<file path="src/rtl/pkt_buf_rd_arbiter.sv">
// Packet-buffer read arbiter: round-robin grants whole packets from two
// requesters onto one eSRAM read port and routes returned flits back to the
// owning requester using a tag FIFO that tracks outstanding reads.
module pkt_buf_rd_arbiter #(
    parameter int PKTBUF_AWIDTH = 16,
    parameter int LEN_WIDTH     = 6,
    parameter int MAX_INFLIGHT  = 8
) (
    input  logic                     clk,
    input  logic                     rst,
    input  logic                     req0_valid,
    input  logic [PKTBUF_AWIDTH-1:0] req0_addr,
    input  logic [LEN_WIDTH-1:0]     req0_len,
    output logic                     req0_ready,
    input  logic                     req1_valid,
    input  logic [PKTBUF_AWIDTH-1:0] req1_addr,
    input  logic [LEN_WIDTH-1:0]     req1_len,
    output logic                     req1_ready,
    output logic                     out0_valid,
    output logic                     out0_sop,
    output logic                     out0_eop,
    output logic [519:0]             out0_data,
    input  logic                     out0_almost_full,
    output logic                     out1_valid,
    output logic                     out1_sop,
    output logic                     out1_eop,
    output logic [519:0]             out1_data,
    input  logic                     out1_almost_full,
    output logic                     esram_pkt_buf_rden,
    output logic [PKTBUF_AWIDTH-1:0] esram_pkt_buf_rdaddress,
    input  logic                     esram_pkt_buf_rd_valid,
    input  logic [519:0]             esram_pkt_buf_rddata,
    output logic                     busy,
    output logic                     err_unexpected
);

    localparam int PW = $clog2(MAX_INFLIGHT);
    localparam int CW = PW + 1;
    localparam logic [CW-1:0] MAX_CNT = CW'(MAX_INFLIGHT);

    typedef enum logic [0:0] {IDLE, ISSUE} state_t;

    state_t                   state_q, state_d;
    logic                     last_grant_q, last_grant_d;
    logic                     port_q, port_d;
    logic                     first_q, first_d;
    logic [PKTBUF_AWIDTH-1:0] cur_addr_q, cur_addr_d;
    logic [LEN_WIDTH-1:0]     remaining_q, remaining_d;
    logic [PW-1:0]            wr_ptr_q, wr_ptr_d, rd_ptr_q, rd_ptr_d;
    logic [CW-1:0]            inflight_q, inflight_d;
    logic                     err_q, err_d;
    logic                     o0_valid_q, o0_valid_d, o0_sop_q, o0_sop_d, o0_eop_q, o0_eop_d;
    logic                     o1_valid_q, o1_valid_d, o1_sop_q, o1_sop_d, o1_eop_q, o1_eop_d;
    logic [519:0]             o0_data_q, o0_data_d, o1_data_q, o1_data_d;
    logic [2:0]               tag_mem [MAX_INFLIGHT];
    logic [2:0]               tag_in, tag_out;
    logic                     grant0, grant1, stall, push, pop;

    // Arbitration and flit issue: grant in IDLE, one flit per unstalled ISSUE cycle
    always_comb begin
        state_d      = state_q;
        last_grant_d = last_grant_q;
        port_d       = port_q;
        first_d      = first_q;
        cur_addr_d   = cur_addr_q;
        remaining_d  = remaining_q;
        req0_ready   = 1'b0;
        req1_ready   = 1'b0;
        push         = 1'b0;
        // Ready is gated by rst so no acceptance pulse leaks out while held in reset
        grant0 = ~rst & req0_valid & (~req1_valid | last_grant_q);
        grant1 = ~rst & req1_valid & (~req0_valid | ~last_grant_q);
        stall  = (port_q ? out1_almost_full : out0_almost_full) | (inflight_q == MAX_CNT);
        tag_in = {port_q, first_q, remaining_q == LEN_WIDTH'(1)};
        case (state_q)
            IDLE: begin
                if (grant0) begin
                    req0_ready   = 1'b1;
                    port_d       = 1'b0;
                    last_grant_d = 1'b0;
                    cur_addr_d   = req0_addr;
                    remaining_d  = (req0_len == '0) ? LEN_WIDTH'(1) : req0_len;
                    first_d      = 1'b1;
                    state_d      = ISSUE;
                end else if (grant1) begin
                    req1_ready   = 1'b1;
                    port_d       = 1'b1;
                    last_grant_d = 1'b1;
                    cur_addr_d   = req1_addr;
                    remaining_d  = (req1_len == '0) ? LEN_WIDTH'(1) : req1_len;
                    first_d      = 1'b1;
                    state_d      = ISSUE;
                end
            end
            ISSUE: begin
                if (!stall) begin
                    push        = 1'b1;
                    cur_addr_d  = cur_addr_q + PKTBUF_AWIDTH'(1);
                    remaining_d = remaining_q - LEN_WIDTH'(1);
                    first_d     = 1'b0;
                    if (remaining_q == LEN_WIDTH'(1)) begin
                        state_d = IDLE;
                    end
                end
            end
            default: state_d = IDLE;
        endcase
    end

    // Tag FIFO bookkeeping and routing of returned flits to the tagged port
    always_comb begin
        pop        = esram_pkt_buf_rd_valid & (inflight_q != '0);
        tag_out    = tag_mem[rd_ptr_q];
        wr_ptr_d   = push ? wr_ptr_q + PW'(1) : wr_ptr_q;
        rd_ptr_d   = pop ? rd_ptr_q + PW'(1) : rd_ptr_q;
        inflight_d = inflight_q;
        if (push && !pop) begin
            inflight_d = inflight_q + CW'(1);
        end else if (!push && pop) begin
            inflight_d = inflight_q - CW'(1);
        end
        err_d      = err_q | (esram_pkt_buf_rd_valid & (inflight_q == '0));
        o0_valid_d = pop & ~tag_out[2];
        o1_valid_d = pop & tag_out[2];
        o0_sop_d   = tag_out[1];
        o0_eop_d   = tag_out[0];
        o1_sop_d   = tag_out[1];
        o1_eop_d   = tag_out[0];
        o0_data_d  = o0_valid_d ? esram_pkt_buf_rddata : o0_data_q;
        o1_data_d  = o1_valid_d ? esram_pkt_buf_rddata : o1_data_q;
    end

    // State registers with asynchronous reset
    always_ff @(posedge clk or posedge rst) begin
        if (rst) begin
            state_q      <= IDLE;
            last_grant_q <= 1'b1;
            port_q       <= 1'b0;
            first_q      <= 1'b0;
            cur_addr_q   <= '0;
            remaining_q  <= '0;
            wr_ptr_q     <= '0;
            rd_ptr_q     <= '0;
            inflight_q   <= '0;
            err_q        <= 1'b0;
            o0_valid_q   <= 1'b0;
            o0_sop_q     <= 1'b0;
            o0_eop_q     <= 1'b0;
            o0_data_q    <= '0;
            o1_valid_q   <= 1'b0;
            o1_sop_q     <= 1'b0;
            o1_eop_q     <= 1'b0;
            o1_data_q    <= '0;
        end else begin
            state_q      <= state_d;
            last_grant_q <= last_grant_d;
            port_q       <= port_d;
            first_q      <= first_d;
            cur_addr_q   <= cur_addr_d;
            remaining_q  <= remaining_d;
            wr_ptr_q     <= wr_ptr_d;
            rd_ptr_q     <= rd_ptr_d;
            inflight_q   <= inflight_d;
            err_q        <= err_d;
            o0_valid_q   <= o0_valid_d;
            o0_sop_q     <= o0_sop_d;
            o0_eop_q     <= o0_eop_d;
            o0_data_q    <= o0_data_d;
            o1_valid_q   <= o1_valid_d;
            o1_sop_q     <= o1_sop_d;
            o1_eop_q     <= o1_eop_d;
            o1_data_q    <= o1_data_d;
        end
    end

    // Tag storage; flushed by resetting the pointers rather than the contents
    always_ff @(posedge clk) begin
        if (push) begin
            tag_mem[wr_ptr_q] <= tag_in;
        end
    end

    assign esram_pkt_buf_rden      = push;
    assign esram_pkt_buf_rdaddress = cur_addr_q;
    assign busy                    = (state_q != IDLE) | (inflight_q != '0);
    assign err_unexpected          = err_q;
    assign out0_valid              = o0_valid_q;
    assign out0_sop                = o0_sop_q & o0_valid_q;
    assign out0_eop                = o0_eop_q & o0_valid_q;
    assign out0_data               = o0_data_q;
    assign out1_valid              = o1_valid_q;
    assign out1_sop                = o1_sop_q & o1_valid_q;
    assign out1_eop                = o1_eop_q & o1_valid_q;
    assign out1_data               = o1_data_q;

endmodule

</file>
<file path="config.mk">
export PLATFORM = sky130hd
export DESIGN_NAME = pkt_buf_rd_arbiter
export DESIGN_NICKNAME = d
export VERILOG_FILES = /design/src/rtl/pkt_buf_rd_arbiter.sv
export SDC_FILE = /design/constraint.sdc
export NUM_CORES = 2
export LEC_CHECK = 0
export ABC_CLOCK_PERIOD_IN_PS = 56700
export BUFFER_PORTS_ARGS = -buffer_cell sky130_fd_sc_hd__clkbuf_2
export CAP_MARGIN = 20
export CORE_AREA = 5 5 627 629
export DETAILED_ROUTE_END_ITERATION = 16
export DIE_AREA = 0 0 632 634
export HOLD_SLACK_MARGIN = 0.12
export SETUP_SLACK_MARGIN = 0.1
export SYNTH_ARGS = -nofsm -noshare
export SYNTH_HDL_FRONTEND = slang
export SYNTH_SLANG_ARGS = --single-unit
</file>
<file path="constraint.sdc">
create_clock -name clk -period 56.7 [get_ports clk]
set_input_delay 11.34 -clock clk [delete_from_list [all_inputs] [get_ports clk]]
set_output_delay 11.34 -clock clk [all_outputs]
set_load 0.01 [all_outputs]
</file>
==> flow_metrics.py <==
metrics = {
    "synthesis": {
        "synth_fa_ha_area_share_pct": 0.285,
        "ys_async_sr_fraction_pct": 97.8,
        "synth_nets": 3084,
        "synthMuxAreaShare_pct": 28.9,
        "synth_top_family_by_area": "multiplexers",
        "syn_area_mm2": 0.0421,
        "synth_area_per_cell_um2": 16.8,
        "yosys.area_share.simple_pct": 1.22,
        "ys_warn_count": 0,
        "synthCells": 2504,
        "synth_area_leaders": "dfrtp_1 (64%), mux2_2 (15%), mux2_1 (13%), edfxtp_1 (1.7%), buf_6 (1.3%)",
        "netlist.area_leader.share_pct": 64.2,
        "synth_compound_area_share_pct": 0.962,
        "yosysSeqAreaShare_pct": 65.9,
        "synth_enable_flop_cells": 24,
        "synth_area_leader_cell": "dfrtp_1",
        "synth-xor-area-share_pct": 0.166,
        "yosysUniqueCellTypes": 51,
        "synth_ff_type": "dfrtp_1",
        "ys_ff_latch": 1105,
    },
    "cts": {
        "clk_pin_slew_ns": 0.06,
        "cts-root-buf": "clkbuf_16",
        "h-tree-depth": 4,
        "cts_sinks": 1105,
        "clockBufferDepth": 4,
        "post_cts_buffers": 0,
        "cts_tree": "built",
        "cts_resized": 0,
        "cts_hold_buf": 0,
        "insertion_delay_ns": 0.84,
        "cts_buffers": 140,
    },
    "grt": {
        "grt_pass1_wl_um": 362000,
        "overflow": 0,
        "first_global_vias": 29966,
        "grt_max_degree": 162,
        "track_usage_pct": 14.1,
        "antenna_found_initial": 126,
    },
    "placed_design": {
        "hpwlAfterDp_um": 258000,
        "place_ws_ns": 32.60,
        "place_area_mm2": 0.0562,
        "io_buffers": 1637,
        "place.gp.congestion": 0.995,
        "place_inst": 9244,
    },
    "sta": {
        "worstMarginPinSlew_ns": 1.09,
        "relSlewSlack_pct": 27.6,
        "min_period_ns": 24.06,
        "drv_slew": 0,
        "final-hold-violation-count": 0,
        "setup_viol": 0,
        "final.setup.worst_slack_ns": 32.64,
        "tns_ns": 0,
        "skew_ns": 0.0743,
        "post-route-period-util_pct": 42.4,
        "rsz0062_at_grt": "false",
        "fmax_ghz": 0.0416,
    },
    "route": {
        "drt_wl_total_um": 295000,
        "ant_nets": 0,
        "wl_met2_um": 145000,
        "via_count": 29750,
        "via_per_inst": 3.12,
        "drt_iter0_markers": 1361,
        "met3WireLength_um": 34900,
        "drt_pass1_iterations": 5,
        "drc": 0,
        "drt-met1-wl_um": 100000,
        "drt-wirelength-per-cell_um": 31.0,
        "dr.max_layer_used": "met5",
    },
    "critical_path": {
        "end_kind": "output port",
        "worst_ep_required_time_ns": 45.36,
        "path_class": "in2out",
        "startpoint": "out1_almost_full",
        "reg2reg_to": "out0_data[112]$_DFFE_PP0P_",
        "arrival_ns": 12.72,
        "reg2reg_depth": 9,
        "rrSetupSlack_ns": 50.48,
        "critPathCapture": "esram_pkt_buf_rden",
        "timing.rr.start": "rd_ptr_q[0]$_DFFE_PP0P_",
        "start_kind": "primary input",
        "path_max_fanout": 8,
    },
    "final_layout": {
        "final_cell_area_mm2": 0.0608,
        "fill_cells": 43212,
        "nets": 4769,
        "area_delta_synth_final_pct": 44.3,
        "finalNonFillerCells": 9525,
        "layout-drive-gt1-share_pct": 57.8,
    },
    "floorplan": {
        "start_util_pct": 10.9,
        "chipHeight_um": 634,
        "coreArea_mm2": 0.387,
        "die_w_um": 632,
        "row_count": 229,
        "die_area_mm2": 0.401,
        "io_pins": 1638,
    },
    "power": {
        "powerDensity_mw_per_mm2": 70.8,
        "irDropWorstVdd_uv": 35.6,
        "leakage_nw": 26.9,
        "power.total_mw": 4.30,
    },
    "min_path": {
        "hold_path_class": "reg2reg",
    },
    "status": {
        "status": "completed",
    },
    "job": {
        "drv_cap": 0,
    },
}
## cell usage after synthesis, types with 2 or more instances
| master | n |
|---|---|
| a211oi_1 | 2 |
| a21o_1 | 3 |
| a21oi_1 | 15 |
| a2bb2oi_1 | 3 |
| and2_1 | 5 |
| and3_1 | 2 |
| and4_1 | 2 |
| buf_12 | 5 |
| buf_2 | 50 |
| buf_4 | 3 |
| buf_6 | 49 |
| buf_8 | 2 |
| clkbuf_1 | 19 |
| dfrtp_1 | 1080 |
| edfxtp_1 | 24 |
| ha_1 | 8 |
| inv_1 | 13 |
| mux2_1 | 490 |
| mux2_2 | 573 |
| mux2i_1 | 6 |
| mux4_2 | 6 |
| nand2_1 | 28 |
| nand3_1 | 11 |
| nand4_1 | 7 |
| nor2_1 | 17 |
| nor3_1 | 9 |
| nor3b_1 | 4 |
| nor4_1 | 2 |
| nor4b_1 | 3 |
| o211ai_1 | 3 |
| o21ai_0 | 20 |
| o22ai_1 | 11 |
| o32ai_1 | 3 |
| or2_2 | 2 |
| or3_1 | 2 |
| xnor2_1 | 5 |
| xor2_1 | 3 |
## metrics by stage
stage          util (%)  hold WS, ns
2_1_floorplan         -        0.446
4_1_cts            15.7        0.466
5_1_grt            15.7        0.483
3_5_place_dp       14.5        0.453
3_3_place_gp       14.5        0.445
6_report           15.7        0.459
## kinds of logic after synthesis
group	after synthesis
simple gates	100
xor+xnor	8
buf+inv	142
flops	1105
compound gates	65
fa+ha+maj	9
mux	1075
## worst min path at each step
stage / startpoint / to / slack [ns] / cells past startpoint
after floorplan: last_grant_q$_DFFE_PP1P_ / last_grant_q$_DFFE_PP1P_ / 0.45 / 2
after detailed placement: err_unexpected$_DFF_PP0_ / err_unexpected$_DFF_PP0_ / 0.45 / 1
after global routing: err_unexpected$_DFF_PP0_ / err_unexpected$_DFF_PP0_ / 0.48 / 1
after CTS: err_unexpected$_DFF_PP0_ / err_unexpected$_DFF_PP0_ / 0.47 / 1
after global placement: err_unexpected$_DFF_PP0_ / err_unexpected$_DFF_PP0_ / 0.45 / 1
final: err_unexpected$_DFF_PP0_ / err_unexpected$_DFF_PP0_ / 0.46 / 1
## routing by layer
layer	vias up	global-route usage, %
li1	12435	-
met1	15428	14.2
met2	1398	24.3
met3	445	7.48
met4	44	5.69
met5	-	0.669
## worst max-delay path, stage by stage
cell and delay (ns):
clkbuf_2 0.11, mux2_2 0.38, nor2_1 0.17, nand2_1 0.19, inv_1 0.25, clkbuf_2 0.26
## report_power, final
group	switching [mW]	internal (mW)
clock network	0.380	0.523
logic	1.27	0.703
registers	0.225	1.20
## cells in the final DEF, fill, tap and decap left out, types with 3 or more instances in the layout
cell type and n:
a21o_1 3, a21oi_1 15, a2bb2oi_1 3, and2_1 5, buf_12 6, buf_4 29
bufinv_16 5, clkbuf_1 25, clkbuf_16 142, clkbuf_2 1637, clkbuf_8 27, clkinv_2 18
clkinvlp_4 7, dfrtp_1 1080, diode_2 36, edfxtp_1 24, ha_1 8, inv_1 12
inv_6 12, inv_8 3, mux2_1 490, mux2_2 573, mux2i_1 6, mux4_2 6
nand2_1 28, nand3_1 11, nand4_1 7, nor2_1 17, nor3_1 9, nor3b_1 4
nor4b_1 3, o211ai_1 3, o21ai_0 20, o22ai_1 11, xnor2_1 5, xor2_1 3
## final cells by class
class | count | area [µm²] | share of cell area, %
multi-input combinational | 1257 | 13300 | 21.9
tap | 5197 | 6500 | 10.7
sequential | 1105 | 27800 | 45.7
clock buffer | 194 | 4020 | 6.61
timing repair buffer | 1672 | 8530 | 14.0
clock inverter | 51 | 541 | 0.889
inverter | 13 | 56.3 | 0.0926
antenna | 36 | 90.1 | 0.148
## flip-flops by register name, summed over array words and instances (netlist names), 3 cells and up
signal	count
wr_ptr_q	3
out0_data	520
esram_pkt_buf_rdaddress	16
tag_mem	24
out1_data	520
rd_ptr_q	3
remaining_q	6
inflight_q	4
No activity file was read; power rests on OpenSTA's default activity.
